### config.mk
export PLATFORM = sky130hd
export DESIGN_NAME = regmap_uart_bridge
export DESIGN_NICKNAME = d
export VERILOG_FILES = /design/src/rtl/regmap_uart_bridge.sv
export SDC_FILE = /design/constraint.sdc
export NUM_CORES = 1
export LEC_CHECK = 0
export ABC_CLOCK_PERIOD_IN_PS = 2390
export BUFFER_PORTS_ARGS = -buffer_cell sky130_fd_sc_hd__buf_2
export CORE_MARGIN = 1
export CORE_UTILIZATION = 42
export CTS_BUF_LIST = sky130_fd_sc_hd__clkbuf_4
export CTS_CLUSTER_DIAMETER = 80
export DETAILED_ROUTE_END_ITERATION = 10
export SLEW_MARGIN = 20
export SYNTH_ARGS = -nofsm -noshare
export SYNTH_HDL_FRONTEND = slang
export SYNTH_SLANG_ARGS = --single-unit
### constraint.sdc
create_clock -name i_clk -period 2.39 [get_ports i_clk]
set_input_delay 0.1195 -clock i_clk [delete_from_list [all_inputs] [get_ports i_clk]]
set_output_delay 0.1195 -clock i_clk [all_outputs]
set_load 0.02 [all_outputs]
### src/rtl/regmap_uart_bridge.sv
// Byte-stream command bridge: parses 'W'/'R' commands arriving on a UART RX stream into
// register-map accesses and answers with 'K', 'D'+data or 'E' on the TX stream.
module regmap_uart_bridge #(
    parameter int ADDR_WIDTH     = 4,
    parameter int DATA_WIDTH     = 8,
    parameter int TIMEOUT_CYCLES = 16
) (
    input  logic                  i_clk,
    input  logic                  i_rst,
    input  logic                  i_rx_valid,
    output logic                  o_rx_ready,
    input  logic [7:0]            i_rx_data,
    output logic                  o_tx_valid,
    input  logic                  i_tx_ready,
    output logic [7:0]            o_tx_data,
    output logic                  o_wren,
    output logic [ADDR_WIDTH-1:0] o_addr,
    output logic [DATA_WIDTH-1:0] o_wrdata,
    input  logic                  i_rdvalid,
    input  logic [DATA_WIDTH-1:0] i_rddata,
    output logic                  o_busy
);

    localparam logic [7:0] CMD_W    = 8'h57;
    localparam logic [7:0] CMD_R    = 8'h52;
    localparam logic [7:0] RSP_K    = 8'h4B;
    localparam logic [7:0] RSP_D    = 8'h44;
    localparam logic [7:0] RSP_E    = 8'h45;
    localparam logic [7:0] CNT_LAST = 8'(TIMEOUT_CYCLES - 1);

    typedef enum logic [2:0] {
        ST_IDLE      = 3'd0,
        ST_GET_ADDR  = 3'd1,
        ST_GET_DATA  = 3'd2,
        ST_WRITE     = 3'd3,
        ST_READ_WAIT = 3'd4,
        ST_RESP_HDR  = 3'd5,
        ST_RESP_DATA = 3'd6
    } state_t;

    // An address byte is illegal when any bit above the register-map address range is set.
    function automatic logic addr_err(input logic [7:0] b);
        addr_err = ((b >> ADDR_WIDTH) != 8'h00);
    endfunction

    state_t                 state_r, state_s;
    logic                   op_rd_r, op_rd_s;
    logic                   err_r, err_s;
    logic [ADDR_WIDTH-1:0]  addr_lat_r, addr_lat_s;
    logic [7:0]             cnt_r, cnt_s;
    logic [DATA_WIDTH-1:0]  rd_data_r, rd_data_s;
    logic [ADDR_WIDTH-1:0]  addr_r, addr_s;
    logic [DATA_WIDTH-1:0]  wrdata_r, wrdata_s;
    logic [7:0]             tx_data_r, tx_data_s;
    logic                   wren_r, wren_s;
    logic                   tx_valid_r, tx_valid_s;
    logic                   rx_ready_r, rx_ready_s;
    logic                   busy_r, busy_s;
    logic                   rx_beat_s, tx_beat_s;

    assign rx_beat_s = i_rx_valid & rx_ready_r;
    assign tx_beat_s = tx_valid_r & i_tx_ready;

    // Next-state and next-output decode; handshake outputs are derived from the next state
    // so they are registered alongside it.
    always_comb begin
        state_s    = state_r;
        op_rd_s    = op_rd_r;
        err_s      = err_r;
        addr_lat_s = addr_lat_r;
        cnt_s      = cnt_r;
        rd_data_s  = rd_data_r;
        addr_s     = addr_r;
        wrdata_s   = wrdata_r;
        tx_data_s  = tx_data_r;
        case (state_r)
            ST_IDLE: begin
                if (rx_beat_s) begin
                    if (i_rx_data == CMD_W) begin
                        op_rd_s = 1'b0;
                        state_s = ST_GET_ADDR;
                    end else if (i_rx_data == CMD_R) begin
                        op_rd_s = 1'b1;
                        state_s = ST_GET_ADDR;
                    end else begin
                        tx_data_s = RSP_E;
                        state_s   = ST_RESP_HDR;
                    end
                end else begin
                    state_s = ST_IDLE;
                end
            end
            ST_GET_ADDR: begin
                if (rx_beat_s) begin
                    addr_lat_s = i_rx_data[ADDR_WIDTH-1:0];
                    err_s      = addr_err(i_rx_data);
                    if (!op_rd_r) begin
                        state_s = ST_GET_DATA;
                    end else if (addr_err(i_rx_data)) begin
                        tx_data_s = RSP_E;
                        state_s   = ST_RESP_HDR;
                    end else begin
                        addr_s  = i_rx_data[ADDR_WIDTH-1:0];
                        cnt_s   = 8'd0;
                        state_s = ST_READ_WAIT;
                    end
                end else begin
                    state_s = ST_GET_ADDR;
                end
            end
            ST_GET_DATA: begin
                if (rx_beat_s) begin
                    if (err_r) begin
                        tx_data_s = RSP_E;
                        state_s   = ST_RESP_HDR;
                    end else begin
                        addr_s   = addr_lat_r;
                        wrdata_s = i_rx_data[DATA_WIDTH-1:0];
                        state_s  = ST_WRITE;
                    end
                end else begin
                    state_s = ST_GET_DATA;
                end
            end
            ST_WRITE: begin
                tx_data_s = RSP_K;
                state_s   = ST_RESP_HDR;
            end
            ST_READ_WAIT: begin
                cnt_s = cnt_r + 8'd1;
                // First wait cycle is skipped so the register map sees the new address.
                if ((cnt_r != 8'd0) && i_rdvalid) begin
                    rd_data_s = i_rddata;
                    tx_data_s = RSP_D;
                    state_s   = ST_RESP_HDR;
                end else if (cnt_r >= CNT_LAST) begin
                    tx_data_s = RSP_E;
                    state_s   = ST_RESP_HDR;
                end else begin
                    state_s = ST_READ_WAIT;
                end
            end
            ST_RESP_HDR: begin
                if (tx_beat_s && (tx_data_r == RSP_D)) begin
                    tx_data_s = 8'(rd_data_r);
                    state_s   = ST_RESP_DATA;
                end else if (tx_beat_s) begin
                    state_s = ST_IDLE;
                end else begin
                    state_s = ST_RESP_HDR;
                end
            end
            ST_RESP_DATA: begin
                if (tx_beat_s) begin
                    state_s = ST_IDLE;
                end else begin
                    state_s = ST_RESP_DATA;
                end
            end
            default: begin
                state_s = ST_IDLE;
            end
        endcase
        if (state_s == ST_IDLE) begin
            err_s = 1'b0;
        end else begin
            err_s = err_s;
        end
        wren_s     = (state_s == ST_WRITE);
        tx_valid_s = (state_s == ST_RESP_HDR) || (state_s == ST_RESP_DATA);
        rx_ready_s = (state_s == ST_IDLE) || (state_s == ST_GET_ADDR) || (state_s == ST_GET_DATA);
        busy_s     = (state_s != ST_IDLE);
    end

    // State and output registers with synchronous reset
    always_ff @(posedge i_clk) begin
        if (i_rst) begin
            state_r    <= ST_IDLE;
            op_rd_r    <= 1'b0;
            err_r      <= 1'b0;
            addr_lat_r <= '0;
            cnt_r      <= 8'd0;
            rd_data_r  <= '0;
            addr_r     <= '0;
            wrdata_r   <= '0;
            tx_data_r  <= 8'h00;
            wren_r     <= 1'b0;
            tx_valid_r <= 1'b0;
            rx_ready_r <= 1'b0;
            busy_r     <= 1'b0;
        end else begin
            state_r    <= state_s;
            op_rd_r    <= op_rd_s;
            err_r      <= err_s;
            addr_lat_r <= addr_lat_s;
            cnt_r      <= cnt_s;
            rd_data_r  <= rd_data_s;
            addr_r     <= addr_s;
            wrdata_r   <= wrdata_s;
            tx_data_r  <= tx_data_s;
            wren_r     <= wren_s;
            tx_valid_r <= tx_valid_s;
            rx_ready_r <= rx_ready_s;
            busy_r     <= busy_s;
        end
    end

    assign o_rx_ready = rx_ready_r;
    assign o_tx_valid = tx_valid_r;
    assign o_tx_data  = tx_data_r;
    assign o_wren     = wren_r;
    assign o_addr     = addr_r;
    assign o_wrdata   = wrdata_r;
    assign o_busy     = busy_r;

endmodule

# Word level (Yosys, flattened, before mapping)
# Index checks and enable logic that the tools add are counted.
classes:
  add_sub_neg: 1
  n_mul: 0
  n_div: 0
  order_cmp: 1
  eq_ne: 26
  shifts: 0
  mux: 38
  n_bitwise: 3
  n_reduce_logical: 22
ops:
  columns: ["op", "count"]
  rows:
  - ["$mux W8", 14]
  - ["$pmux W8 S6", 1]
  - ["$mux W3", 10]
  - ["$eq A8 B7 Y1 const B", 3]
  - ["$ne A2 B2 Y1 const B", 11]
  - ["$pmux W3 S7", 1]
  - ["$mux W4", 5]
  - ["$pmux W8 S2", 1]
  - ["$reduce_bool A8 Y1", 2]
  - ["$eq A3 B3 Y1 const B", 5]
  - ["$eq A3 B2 Y1 const B", 4]
  - ["$reduce_and A11 Y1", 1]
  - ["$add A8 B1 Y8 const B", 1]
  - ["$ge A8 B4 Y1 const B", 1]
  - ["$pmux W4 S2", 1]
  - ["$eq A3 B1 Y1 const B", 2]
  - ["$logic_not A3 Y1", 2]
  - ["$reduce_and A3 Y1", 2]
  - ["$reduce_and A6 Y1", 1]
  - ["$reduce_bool A2 Y1", 3]
  - ["$reduce_bool A6 Y1", 1]
  - ["$mux W1", 5]
  - ["$reduce_and A2 Y1", 2]
  - ["$reduce_and A4 Y1", 1]
  - ["7 further kinds", 11]
word_totals:
  register_bits: 49
  latch_bits: 0
  mem_bits_rw: 0
  rom_bits: 0
  input_bits: 21
  output_inout_bits: 24
  elab_cells: 104
  n_memories: 0

# Longest topological paths before layout
# Gate-level depths: netlist (run 1).
logic_depth:
  ltp_word: 8
  mapped_depth: 7
  depth_no_buf: 7

# Least setup slack after synthesis (run 1)
# No wires, ideal clock.
synth_path:
  path_type: "register to register"
  start: "reg tx_data_r[6], in the netlist o_tx_data[6]"
  end: "reg tx_data_r[2], in the netlist o_tx_data[2]"
  setup_time_ps: 71
  t_arrival_ps: 1990
  required_time_ps: 2319
  path_slack_ps: 329
  stages_incl_launch_ff: 6
  period_less_slack_ps: 2061
  cell_sequence: "dfxtp_1 nor4b_1 a31oi_1 a311o_2 or4_1 a21oi_1"
synth_via:
  elab_chain_len: 4
synth_lines:
  columns: ["element", "line_no", "source"]
  rows:
  - ["start: declaration", "54", "logic [7:0] tx_data_r, tx_data_s;"]
  - ["start signal: assignment", "200", "tx_data_r <= tx_data_s;"]
  - ["$eq A8 B7 Y1", "144", "if (tx_beat_s && (tx_data_r == RSP_D)) begin"]
  - ["$logic_and A1 B1 Y1", "144", null]
  - ["$ne A2 B2 Y1 (no line)", null, null]
  - ["$reduce_and A11 Y1 (no line)", null, null]
# Every way passes these cells.
# A chain may end at the register's enable or synchronous reset.

# Worst setup path in the final report (run 1)
layout_path:
  start: "reg tx_data_r[0], in the netlist o_tx_data[0]"
  end: "reg tx_data_r[2], in the netlist o_tx_data[2]"
# Same word-level chain as after synthesis.

==> results of run 1 <==
==> Yosys cell counts, drive strengths merged (2+ instances only) <==
master    n  share of area (%)
dfxtp    49                 43
nor2     45                7.4
a21oi    24                5.3
mux2i    19                8.4
nand2    14                2.3
clkbuf    9                1.9
nand3     7                1.5
nor3      7                1.5
xnor2     7                2.7
inv       5               0.82
nand4     5                1.4
o21ai     5                1.1
buf       4                1.2
mux2      4                2.0
nor4      4                1.8
a311oi    3                1.2
and2      3               0.82
nor3b     3               0.99
or4       3                1.2
a22oi     2               0.66
a2bb2oi   2               0.77
a41oi     2               0.77
ha        2                1.1
nand2b    2               0.55
nor4b     2               0.77
==> cells in the final DEF (no fill, tap or decap), types with 2 or more instances in the layout <==
master	count
clkbuf_4	5
xnor2_1	7
nor3_1	7
a2bb2oi_1	2
or4_1	2
a41oi_1	2
and2_1	3
dlygate4sd3_1	8
mux2_2	4
o21ai_0	5
buf_4	10
a311oi_1	2
nor2_1	45
dfxtp_1	49
buf_2	44
nand2_1	14
ha_1	2
nand2b_1	2
inv_1	5
mux2i_1	19
nand3_1	7
a22oi_1	2
nand4_1	5
nor3b_1	2
nor4_1	3
a21oi_1	24
==> cells by family after synthesis <==
family | count (synthesis) | synth area share, %
flops | 49 | 43.1
buf+inv | 18 | 3.96
fa+ha+maj | 2 | 1.10
xor+xnor | 7 | 2.69
mux | 23 | 10.3
compound gates | 53 | 15.4
simple gates | 104 | 23.4
==> routing by layer <==
layer  vias up  wire [µm]  GRT usage, %
met5         -          0             0
met4         0         60          5.56
met3         6        176          4.89
met2        43       2440          32.6
met1       918       2570          24.8
li1       1036          -             -
==> flip-flops by register name (all words and copies together) (netlist names), 3 cells and up <==
name / flops
state_r: 3
o_wrdata: 8
cnt_r: 8
o_addr: 4
rd_data_r: 8
addr_lat_r: 4
o_tx_data: 8
==> worst min-delay path, delay by kind of cell <==
family          cells  cell delay (ns)
compound gates      1             0.05
buf+inv             1             0.12
simple gates        1             0.05
==> layout make-up <==
type	instances	share of cell area, %
Multi-Input combinational cell	189	44.8
Sequential cell	49	36.0
Clock inverter	1	0.183
Inverter	5	0.688
Timing Repair Buffer	62	13.8
Tap cell	70	3.21
Clock buffer	5	1.38
==> power groups by stage <==
stage               Combinational, mW  Clock (mW)  Sequential [mW]
finish                          0.547       0.348            0.956
global route                    0.610       0.395            0.971
floorplan                       0.346           0            0.997
global placement                0.529           0            0.971
detailed placement              0.529           0            0.973
CTS                             0.545       0.362            0.954
==> repair_timing <==
item | CTS | global route
setup endpoints to repair | 2 | 8
resized for setup | 1 | 3
endpoints found under the hold margin | 7 | 1
pin swaps | 0 | 0
hold buffers | 7 | 1
==> metrics by stage <==
stage | utilization, % | cells | worst slack [ns] | hold slack (ns) | area [µm²]
floorplan | - | 256 | 0.329 | 0.255 | 2280
global placement | 50.0 | 367 | 0.131 | 0.351 | 2590
detailed placement | 50.0 | 367 | 0.0114 | 0.362 | 2590
CTS | 52.3 | 380 | 0.0837 | 0.00100 | 2710
global route | 52.7 | 381 | 0.0160 | 0.00896 | 2730
finish | 52.7 | 381 | 0.201 | 0.0139 | 2730
==> worst paths after layout <==
kind,end,from,depth (start not counted),slack [ns]
worst max-delay path,o_tx_data[2],o_tx_data[0],5,0.20
worst max register to register,o_tx_data[2],o_tx_data[0],5,0.20
worst min register to register,addr_lat_r[0],addr_lat_r[0],2,0.47
worst min-delay path,addr_lat_r[3],i_rx_data[3],3,0.01
==> metrics.md, run 1 <==
| Metric | Value |
|---|---|
| Outcome | `completed` |
| Via count | `2,003` |
| Lkg Pwr | `1.15 nW` |
| # Post-CTS Setup Buffers | `0` |
| Required time of the critical path | `2.69 ns` |
| Ant diodes | `0` |
| Syn Std Cell Area | `0.00228 mm²` |
| Clk slew on worst S/H paths | `0.13 ns` |
| Crit path max-delay family | `simple AND/OR/NAND/NOR gates` |
| Core ar. | `0.00517 mm²` |
| Root buf cell | `clkbuf_4` |
| Residual DRC | `0` |
| Port bufs | `44` |
| RSZ-0062 raised after global routing | `false` |
| Die area | `0.00572 mm²` |
| Initial antenna violation count | `0` |
| Clk buf depth | `2` |
| Later-pin clock latency in the skew report | `0.36 ns` |
| Final hold viol count | `0` |
| Gpl congestion | `0.808` |
| Vias per Instance | `approximately 5.3` |
| CTS H-tree lvls | `2` |
| Overall fraction of global-route tracks in use | `19.5%` |
| Final setup skew | `0.00995 ns` |
| Hold Path Class | `in2reg` |
| Ys async rst share | `0%` |
| Total Power | `~1.9 mW` |
| CP endpoint kind | `register` |
| Post-layout min period | `2.19 ns` |
| GR Overflow Total | `0` |
| Crit start category | `register` |
| First-pass GRT wire length | `around 8300 µm` |
| Initial DRC count | `between 80 and 90` |
| Final setup vio count | `0` |
| IO Pins | `45` |
| CTS tree | `done` |
| Slowest-stage cell, CP | `or4_1` |
| Vias in the first global route | `1,780` |
| Clock share of power | `between 10% and 20%` |
| Critical Path AT | `2.49 ns` |
| Largest net degree at the start of global routing | `34` |
| Delay of the slowest critical-path stage | `0.53 ns` |
| CTS sink cnt | `roughly 50` |
| Post-synth top flop | `dfxtp_1` |
| Gate Count Post-Synth | `256` |
| Yosys warns | `0` |
| Combinational power share | `roughly 30%` |
| Horiz. Die Dim | `between 70 and 80 µm` |
| Reg power frac | `51.7%` |
| Critical path class | `reg2reg` |
| Post-DP HPWL | `3800 µm` |
| Register bit total from synthesis | `49` |
| Rows | `26` |
| Die Y | `around 76 µm` |
| Wire per inst | `13.8 µm` |
| Crit share post-route | `91.6%` |
| Int Pwr | `between 1 and 1.5 mW` |
| PwrDens | `679 mW/mm²` |
| Synthesized Nets | `279` |
| Max-cap violation count | `0` |
| Max Fclk | `between 0.4 and 0.5 GHz` |
| Measured slew at the worst slew-check pin | `between 0.6 and 0.7 ns` |
| Drt first pass iters | `4` |
| EDFF count, synth | `0` |
| Crit path max fanout | `8` |
| Layout cells sized above 1 | `24.8%` |
| Fill cell count | `521` |
| Worst path buffer plus inverter count | `0` |
| TNS Setup | `0 ns` |
| Worst vdd ir | `318 µV` |
| Mean area per synthesized cell | `8.89 µm²` |
| Register Area | `a little under 0.001 mm²` |
| Slew HR | `56.3%` |
| Max-slew violation count | `0` |
| Net switching power | `0.642 mW` |
| Final wirelength | `5250 µm` |
| Clock buffer count from CTS | `5` |
| Starting Density | `44.0%` |
| Number of routed nets with antenna violations | `0` |
| Syn-to-layout area delta | `19.8%` |
| Worst path cell trace | `nor4b_1 -> a31oi_1 -> a311o_2 -> or4_1 -> a21oi_1` |
| Sequential fraction of the synthesis area | `43.1%` |
| Sw Share | `34.7%` |
| Netlist cell types | `55` |
| Area taken by multi-input logic gates | `0.00122 mm²` |
| Nets@finish | `335` |
(Power assumes the default switching activity.)
==> inputs of run 2 (changes only) <==
--- a/config.mk
+++ b/config.mk
@@ -5,8 +5,10 @@
 export SDC_FILE = /design/constraint.sdc
 export NUM_CORES = 1
 export LEC_CHECK = 0
+export ABC_AREA = 1
 export ABC_CLOCK_PERIOD_IN_PS = 2390
 export BUFFER_PORTS_ARGS = -buffer_cell sky130_fd_sc_hd__buf_2
+export CAP_MARGIN = 20
 export CORE_MARGIN = 1
 export CORE_UTILIZATION = 42
 export CTS_BUF_LIST = sky130_fd_sc_hd__clkbuf_4
==> run 2 against run 1 <==
Against the previous run:
- final area grew 3.7%
- via count up 13%
- total power grew 9.7%
- flip-flop and latch count unchanged
- largest cell class unchanged
- highest routed layer unchanged
==> metrics.md, run 2 <==
| Metric | Value |
|---|---|
| Overall fraction of global-route tracks in use | `19.3% (was 19.5%)` |
| Ant diodes | `0 (unchanged)` |
| First-pass GRT wire length | `9250 µm (was 8270 µm)` |
| Largest net degree at the start of global routing | `23 (was 34)` |
| Critical path class | `reg2reg (unchanged)` |
| Residual DRC | `0 (unchanged)` |
| Max-slew violation count | `0 (unchanged)` |
| Via count | `2,259 (was 2,003)` |
| Critical Path AT | `2.07 ns (was 2.49 ns)` |
| PwrDens | `718 mW/mm² (was 679 mW/mm²)` |
| IO Pins | `45 (unchanged)` |
| Number of routed nets with antenna violations | `0 (unchanged)` |
| Crit Reg-Reg Startpoint | `cnt_r[0] (was o_tx_data[0])` |
| Post-layout min period | `1.75 ns (was 2.19 ns)` |
| Horiz. Die Dim | `77.5 µm (was 75.6 µm)` |
| Yosys top cell area share | `41.0% (was 43.1%)` |
| Nets@finish | `424 (was 335)` |
| Final hold viol count | `0 (unchanged)` |
| Fill cell count | `589 (was 521)` |
| Core ar. | `0.00551 mm² (was 0.00517 mm²)` |
| Worst path cell trace | `inv_1 -> ha_1 -> nand2_1 -> o21ai_0 -> or2_1 -> o21ai_0 -> a21oi_1 (was nor4b_1 -> a31oi_1 -> a311o_2 -> or4_1 -> a21oi_1)` |
| Yosys warns | `0 (unchanged)` |
| Slew HR | `69.4% (was 56.3%)` |
| Port bufs | `44 (unchanged)` |
| Register bit total from synthesis | `49 (unchanged)` |
| Wire per inst | `11.1 µm (was 13.8 µm)` |
| Gate Count Post-Synth | `348 (was 256)` |
| Crit start category | `register (unchanged)` |
| Slowest-stage cell, CP | `or2_1 (was or4_1)` |
| Clk buf depth | `2 (unchanged)` |
| Final setup vio count | `0 (unchanged)` |
| TNS Setup | `0 ns (unchanged)` |
| Gpl congestion | `0.930 (was 0.808)` |
| EDFF count, synth | `0 (unchanged)` |
| Drt first pass iters | `4 (unchanged)` |
| Initial antenna violation count | `0 (unchanged)` |
| Dpl ws | `0.652 ns (was 0.0114 ns)` |
| Cell accounting for the most synthesized area | `dfxtp_1 (unchanged)` |
| Clock buffer count from CTS | `5 (unchanged)` |
| Worst vdd ir | `294 µV (was 318 µV)` |
| Reg2reg setup slack | `0.64 ns (was 0.20 ns)` |
| GR Overflow Total | `0 (unchanged)` |
| Delay of the slowest critical-path stage | `0.45 ns (was 0.53 ns)` |
| Hold Path Class | `in2reg (unchanged)` |
| Starting Density | `43.5% (was 44.0%)` |
| Root buf cell | `clkbuf_4 (unchanged)` |
| Measured slew at the worst slew-check pin | `0.459 ns (was 0.654 ns)` |
| Mean area per synthesized cell | `6.88 µm² (was 8.89 µm²)` |
| Initial DRC count | `77 (was 83)` |
| Vias in the first global route | `2,072 (was 1,780)` |
| Synth area leaders | `dfxtp_1 41%, nand2_1 9.2%, nor2_1 9.1% (was dfxtp_1 43%, mux2i_1 8.4%, nor2_1 7.4%)` |
| Commonest non-fill, non-tap cell in the layout | `nand2_1 (was dfxtp_1)` |
| Most used cell, CP | `o21ai_0` |
| Synthesized Nets | `371 (was 279)` |
| Vias per Instance | `4.77 (was 5.26)` |
| Later-pin clock latency in the skew report | `0.37 ns (was 0.36 ns)` |
| Crit share post-route | `73.2% (was 91.6%)` |
| Most instantiated cells after synthesis | `59 x nand2_1, 58 x nor2_1, 49 x dfxtp_1 (was 49 x dfxtp_1, 45 x nor2_1, 24 x a21oi_1)` |
| Crit path max fanout | `16 (was 8)` |
| CTS H-tree lvls | `2 (unchanged)` |
| Syn-to-layout area delta | `18.1% (was 19.8%)` |
| Max-cap violation count | `0 (unchanged)` |
| Worst hold start | `i_rddata[4] (was i_rx_data[3])` |
| Sequential fraction of the synthesis area | `41.0% (was 43.1%)` |
| Commonest cells after routing, fill and taps aside | `59 x nand2_1, 58 x nor2_1, 49 x dfxtp_1 (was 49 x dfxtp_1, 45 x nor2_1, 44 x buf_2)` |
| # Post-CTS Setup Buffers | `0 (unchanged)` |
| Most numerous cell in the Yosys netlist | `nand2_1 (was dfxtp_1)` |
| Post-DP HPWL | `4020 µm (was 3800 µm)` |
| # hold bufs at CTS | `7 (unchanged)` |
| Lkg Pwr | `1.35 nW (was 1.15 nW)` |
| Netlist cell types | `36 (was 55)` |
| Max Fclk | `0.571 GHz (was 0.457 GHz)` |
| Clk slew on worst S/H paths | `0.15 ns (was 0.13 ns)` |
| PnR worst setup slack | `0.640 ns (was 0.201 ns)` |
| Die Y | `77.5 µm (was 75.6 µm)` |
| CP endpoint kind | `register (unchanged)` |
| Syn Std Cell Area | `0.00239 mm² (was 0.00228 mm²)` |
| Layout cells sized above 1 | `19.7% (was 24.8%)` |
| Rows | `27 (was 26)` |
| Worst Setup SP | `cnt_r[0] (was o_tx_data[0])` |
| Required time of the critical path | `2.71 ns (was 2.69 ns)` |
| Die area | `0.00601 mm² (was 0.00572 mm²)` |
| Post-synth top flop | `dfxtp_1 (unchanged)` |
| # resized after CTS | `0 (was 1)` |
| Final wirelength | `5280 µm (was 5250 µm)` |
| Outcome | `completed (unchanged)` |
| CTS sink cnt | `49 (unchanged)` |
| RSZ-0062 raised after global routing | `false (unchanged)` |
| CTS tree | `done (unchanged)` |
| Ys async rst share | `0% (unchanged)` |
| Final setup skew | `0.0121 ns (was 0.00995 ns)` |
[run 2: final timing paths]
path / to / depth (start not counted)
worst min register to register: rd_data_r[2] / 2
worst max-delay path: rd_data_r[0] / 7
worst max register to register: rd_data_r[0] / 7
worst min-delay path: rd_data_r[4] / 3
[run 2: cell families after synthesis]
logic type | share of synthesized area, %
AOI/OAI and AO/OA | 13.6
xor gates and xnor gates | 0.366
adders and majority gates | 1.04
buffers and inverters | 9.98
DFF | 41.0
and+or+nand+nor | 34.1
[run 2: per-stage QoR]
step | hold WS, ns | total power, mW | instance area, µm² | util [%] | cells
after floorplan | 0.189 | 1.40 | 2390 | - | 348
after global placement | 0.361 | 1.55 | 2680 | 48.7 | 459
after detailed placement | 0.375 | 1.56 | 2680 | 48.7 | 459
after CTS | 0.00188 | 2.06 | 2830 | 51.4 | 474
after global routing | 0.0102 | 2.17 | 2830 | 51.4 | 474
final | 0.0126 | 2.03 | 2830 | 51.4 | 474
[run 2: cell type report]
| cell class | count | area [µm²] | area share, % |
|---|---|---|---|
| Multi-Input combinational cell | 238 | 1170 | 41.5 |
| Tap cell | 72 | 90.1 | 3.18 |
| Clock buffer | 5 | 37.5 | 1.33 |
| Clock inverter | 3 | 41.3 | 1.46 |
| Timing Repair Buffer | 52 | 298 | 10.5 |
| Sequential cell | 49 | 981 | 34.7 |
| Inverter | 55 | 206 | 7.30 |
[run 2: where the power goes]
group / switching (mW) / leakage, nW / internal [mW] / total, mW
clock network: 0.270 / 0.0389 / 0.217 / 0.486
registers: 0.0612 / 0.398 / 0.897 / 0.958
logic: 0.385 / 0.913 / 0.200 / 0.586
[run 2: worst max-delay path, delay by kind of cell (launching register included)]
family	cells	cell delay (ns)
buf+inv	1	0.08
simple gates	2	0.50
flops	1	0.37
compound gates	3	0.61
fa+ha+maj	1	0.15
[run 2: metal layers]
layer | vias to the layer above | share of wire [%] | GRT usage [%]
met5 | - | 0 | 0
met4 | 0 | 0.95 | 5.66
met3 | 7 | 3.6 | 4.00
met2 | 47 | 48 | 33.6
met1 | 994 | 47 | 23.7
li1 | 1211 | - | -
==> inputs of run 3 (changes only) <==
--- a/config.mk
+++ b/config.mk
@@ -6,7 +6,7 @@
 export NUM_CORES = 1
 export LEC_CHECK = 0
 export ABC_AREA = 1
-export ABC_CLOCK_PERIOD_IN_PS = 2390
+export ABC_CLOCK_PERIOD_IN_PS = 1700
 export BUFFER_PORTS_ARGS = -buffer_cell sky130_fd_sc_hd__buf_2
 export CAP_MARGIN = 20
 export CORE_MARGIN = 1
==> constraint.sdc (replaced) <==
create_clock -name i_clk -period 1.7 [get_ports i_clk]
set_input_delay 0.085 -clock i_clk [delete_from_list [all_inputs] [get_ports i_clk]]
set_output_delay 0.085 -clock i_clk [all_outputs]
set_load 0.02 [all_outputs]
==> run 3 against run 2 <==
Against the previous run:
- die area stayed put
- clock power is 9.1% higher
- first-iteration DRC count is 13% higher
- final area is 2.9% higher
- flip-flop and latch count stayed put
- critical endpoint is now cnt_r[5]
- largest cell class unchanged
- highest routed layer unchanged
==> metrics.md, run 3 (same netlist as run 2, synthesis figures left out) <==
| Metric | Value |
|---|---|
| IO Pins | `45 (unchanged)` |
| Wire per inst | `10.9 µm (was 11.1 µm)` |
| Hold Path Class | `in2reg (unchanged)` |
| # Post-CTS Setup Buffers | `0 (unchanged)` |
| Ant diodes | `0 (unchanged)` |
| Outcome | `completed (unchanged)` |
| Later-pin clock latency in the skew report | `0.36 ns (was 0.37 ns)` |
| Lkg Pwr | `1.40 nW (was 1.35 nW)` |
| Initial antenna violation count | `0 (unchanged)` |
| Hold Path Stages | `3 (unchanged)` |
| Root buf cell | `clkbuf_4 (unchanged)` |
| PwrDens | `932 mW/mm² (was 718 mW/mm²)` |
| Area taken by multi-input logic gates | `0.00118 mm² (was 0.00117 mm²)` |
| Reg-to-Reg End | `cnt_r[5] (was rd_data_r[0])` |
| Overall fraction of global-route tracks in use | `19.3% (about the same)` |
| Crit share post-route | `88.4%` |
| Required time of the critical path | `1.97 ns (was 2.71 ns)` |
| GR Overflow Total | `0 (unchanged)` |
| Initial DRC count | `87 (was 77)` |
| Syn-to-layout area delta | `21.6% (was 18.1%)` |
| Clock buffer count from CTS | `5 (unchanged)` |
| Crit path max-delay family | `simple AND/OR/NAND/NOR gates (was compound AO/OA/AOI/OAI gates)` |
| Final wirelength | `5270 µm (was 5280 µm)` |
| Hold EP | `o_wrdata[0] (was rd_data_r[4])` |
| Via count | `2,233 (was 2,259)` |
| Final setup skew | `0.0109 ns (was 0.0121 ns)` |
| Max-cap violation count | `0 (unchanged)` |
| Vias in the first global route | `2,136 (was 2,072)` |
| Post-layout min period | `1.50 ns` |
| Critical Path AT | `1.77 ns (was 2.07 ns)` |
| Residual DRC | `0 (unchanged)` |
| CTS sink cnt | `49 (unchanged)` |
| Total Power | `2.71 mW (was 2.03 mW)` |
| Worst vdd ir | `360 µV (was 294 µV)` |
| Clk buf depth | `2 (unchanged)` |
| Clk slew on worst S/H paths | `0.15 ns (about the same)` |
| Crit Reg-Reg Startpoint | `state_r[2] (was cnt_r[0])` |
| Horiz. Die Dim | `77.5 µm (unchanged)` |
| Commonest non-fill, non-tap cell in the layout | `nand2_1 (unchanged)` |
| Die Y | `77.5 µm (unchanged)` |
| Starting Density | `43.5% (unchanged)` |
| Slew HR | `80.0% (was 69.4%)` |
| Final hold viol count | `0 (unchanged)` |
| Core ar. | `0.00551 mm² (unchanged)` |
| Most used cell, CP | `nand2_2 (was o21ai_0)` |
| Slowest-stage cell, CP | `dlygate4sd3_1 (was or2_1)` |
| Fill cell count | `592 (was 589)` |
| Delay of the slowest critical-path stage | `0.54 ns (was 0.45 ns)` |
| Commonest cells after routing, fill and taps aside | `59 x nand2_1, 56 x nor2_1, 46 x inv_1 (was 59 x nand2_1, 58 x nor2_1, 49 x dfxtp_1)` |
| TNS Setup | `0 ns (unchanged)` |
| R2R depth | `8 (was 7)` |
| Die area | `0.00601 mm² (unchanged)` |
| Worst path buffer plus inverter count | `2 (was 1)` |
| Reg2reg setup slack | `0.21 ns (was 0.64 ns)` |
| Critical path class | `in2reg (was reg2reg)` |
| Layout cells sized above 1 | `23.0% (was 19.7%)` |
| Gpl congestion | `0.849 (was 0.930)` |
| Logic depth of the worst path, buffers included | `10 (was 7)` |
| CTS H-tree lvls | `2 (unchanged)` |
| Port bufs | `44 (unchanged)` |
| Final setup vio count | `0 (unchanged)` |
| Vias per Instance | `4.60 (was 4.77)` |
| Post-DP HPWL | `3990 µm (was 4020 µm)` |
| First-pass GRT wire length | `9400 µm (was 9250 µm)` |
| Crit path max fanout | `7 (was 16)` |
| Crit start category | `primary input (was register)` |
| Largest net degree at the start of global routing | `20 (was 23)` |
| Register Area | `987 µm² (was 981 µm²)` |
| RSZ-0062 raised after global routing | `false (unchanged)` |
| Number of routed nets with antenna violations | `0 (unchanged)` |
| Min Hold Slack | `0.00633 ns (was 0.0126 ns)` |
| CTS tree | `done (unchanged)` |
| CP endpoint kind | `register (unchanged)` |
| Worst path cell trace | `dlygate4sd3_1 -> buf_2 -> nor2_1 -> nand2_1 -> nor2_4 -> nand2_2 -> nand2_4 -> nand2_2 -> nor3_1 -> nor3b_2 (was inv_1 -> ha_1 -> nand2_1 -> o21ai_0 -> or2_1 -> o21ai_0 -> a21oi_1)` |
| Drt first pass iters | `4 (unchanged)` |
| Worst hold start | `i_rx_data[0] (was i_rddata[4])` |
| Max Fclk | `0.665 GHz` |
| Nets@finish | `435 (was 424)` |
| Rows | `27 (unchanged)` |
| Max-slew violation count | `0 (unchanged)` |
| Measured slew at the worst slew-check pin | `0.297 ns (was 0.459 ns)` |
==> run 3: cell types whose count changed in the layout (fill, tap and decap cells not counted), moves of 2 or more <==
cell / previous run / this run
buf_4: 1 / 8
clkinv_2: 0 / 2
dfxtp_1: 49 / 44
dlygate4sd3_1: 7 / 11
nor2_2: 2 / 4
dfxtp_2: 0 / 5
nor2_1: 58 / 56
==> run 3: how the worst max path moves through the flow <==
| stage | startpoint | endpoint | slack, ns |
|---|---|---|---|
| global placement | cnt_r[0] | rd_data_r[4] | 0.04 |
| global route | cnt_r[0] | o_tx_data[0] | 0.009 |
| floorplan | cnt_r[0] | rd_data_r[5] | 0.19 |
| detailed placement | cnt_r[0] | rd_data_r[7] | 0.02 |
| CTS | cnt_r[0] | o_tx_data[7] | 0.07 |
| finish | i_rx_data[7] | cnt_r[5] | 0.20 |
==> run 3: what timing repair did <==
| action | in CTS | in global routing |
|---|---|---|
| gates resized for setup | 1 | 8 |
| setup endpoints to repair | 4 | 18 |
| hold buffers | 11 | 0 |
| pin swaps | 0 | 1 |
| hold endpoints to repair | 16 | 0 |
| cloned | 0 | 0 |
==> run 3: per-stage QoR <==
step / std cells / util, % / setup slack, ns / instance area (µm²)
after floorplan: 348 / - / 0.188 / 2390
after global placement: 466 / 49.6 / 0.0422 / 2730
after detailed placement: 466 / 49.6 / 0.0161 / 2730
after CTS: 485 / 52.7 / 0.0688 / 2900
after global routing: 485 / 52.9 / 0.00889 / 2910
final: 485 / 52.9 / 0.197 / 2910
==> run 3: metal layers <==
layer | global-route usage [%] | up-vias | part of all wire (%)
met4 | 5.09 | 0 | 1.1
met1 | 23.6 | 950 | 47
met5 | 0 | - | 0
li1 | - | 1236 | -
met3 | 3.41 | 7 | 3.5
met2 | 34.8 | 40 | 48
==> run 3: final cells by class <==
cell class | count | share of cell area, %
Clock inverter | 3 | 0.602
Inverter | 55 | 7.09
Multi-Input combinational cell | 238 | 40.6
Sequential cell | 49 | 33.9
Clock buffer | 5 | 1.29
Timing Repair Buffer | 63 | 13.4
Tap cell | 72 | 3.09
==> run 3: worst register-to-register path, delay by kind of cell, from the launching register on <==
kind	cells	cell delay (ns)
DFF	1	0.41
and+or+nand+nor	8	1.00
==> run 3: where the power goes <==
group          total (mW)  switching [mW]  internal [mW]
sequential           1.35          0.0873           1.26
combinational       0.832           0.537          0.296
clock               0.530           0.373          0.157
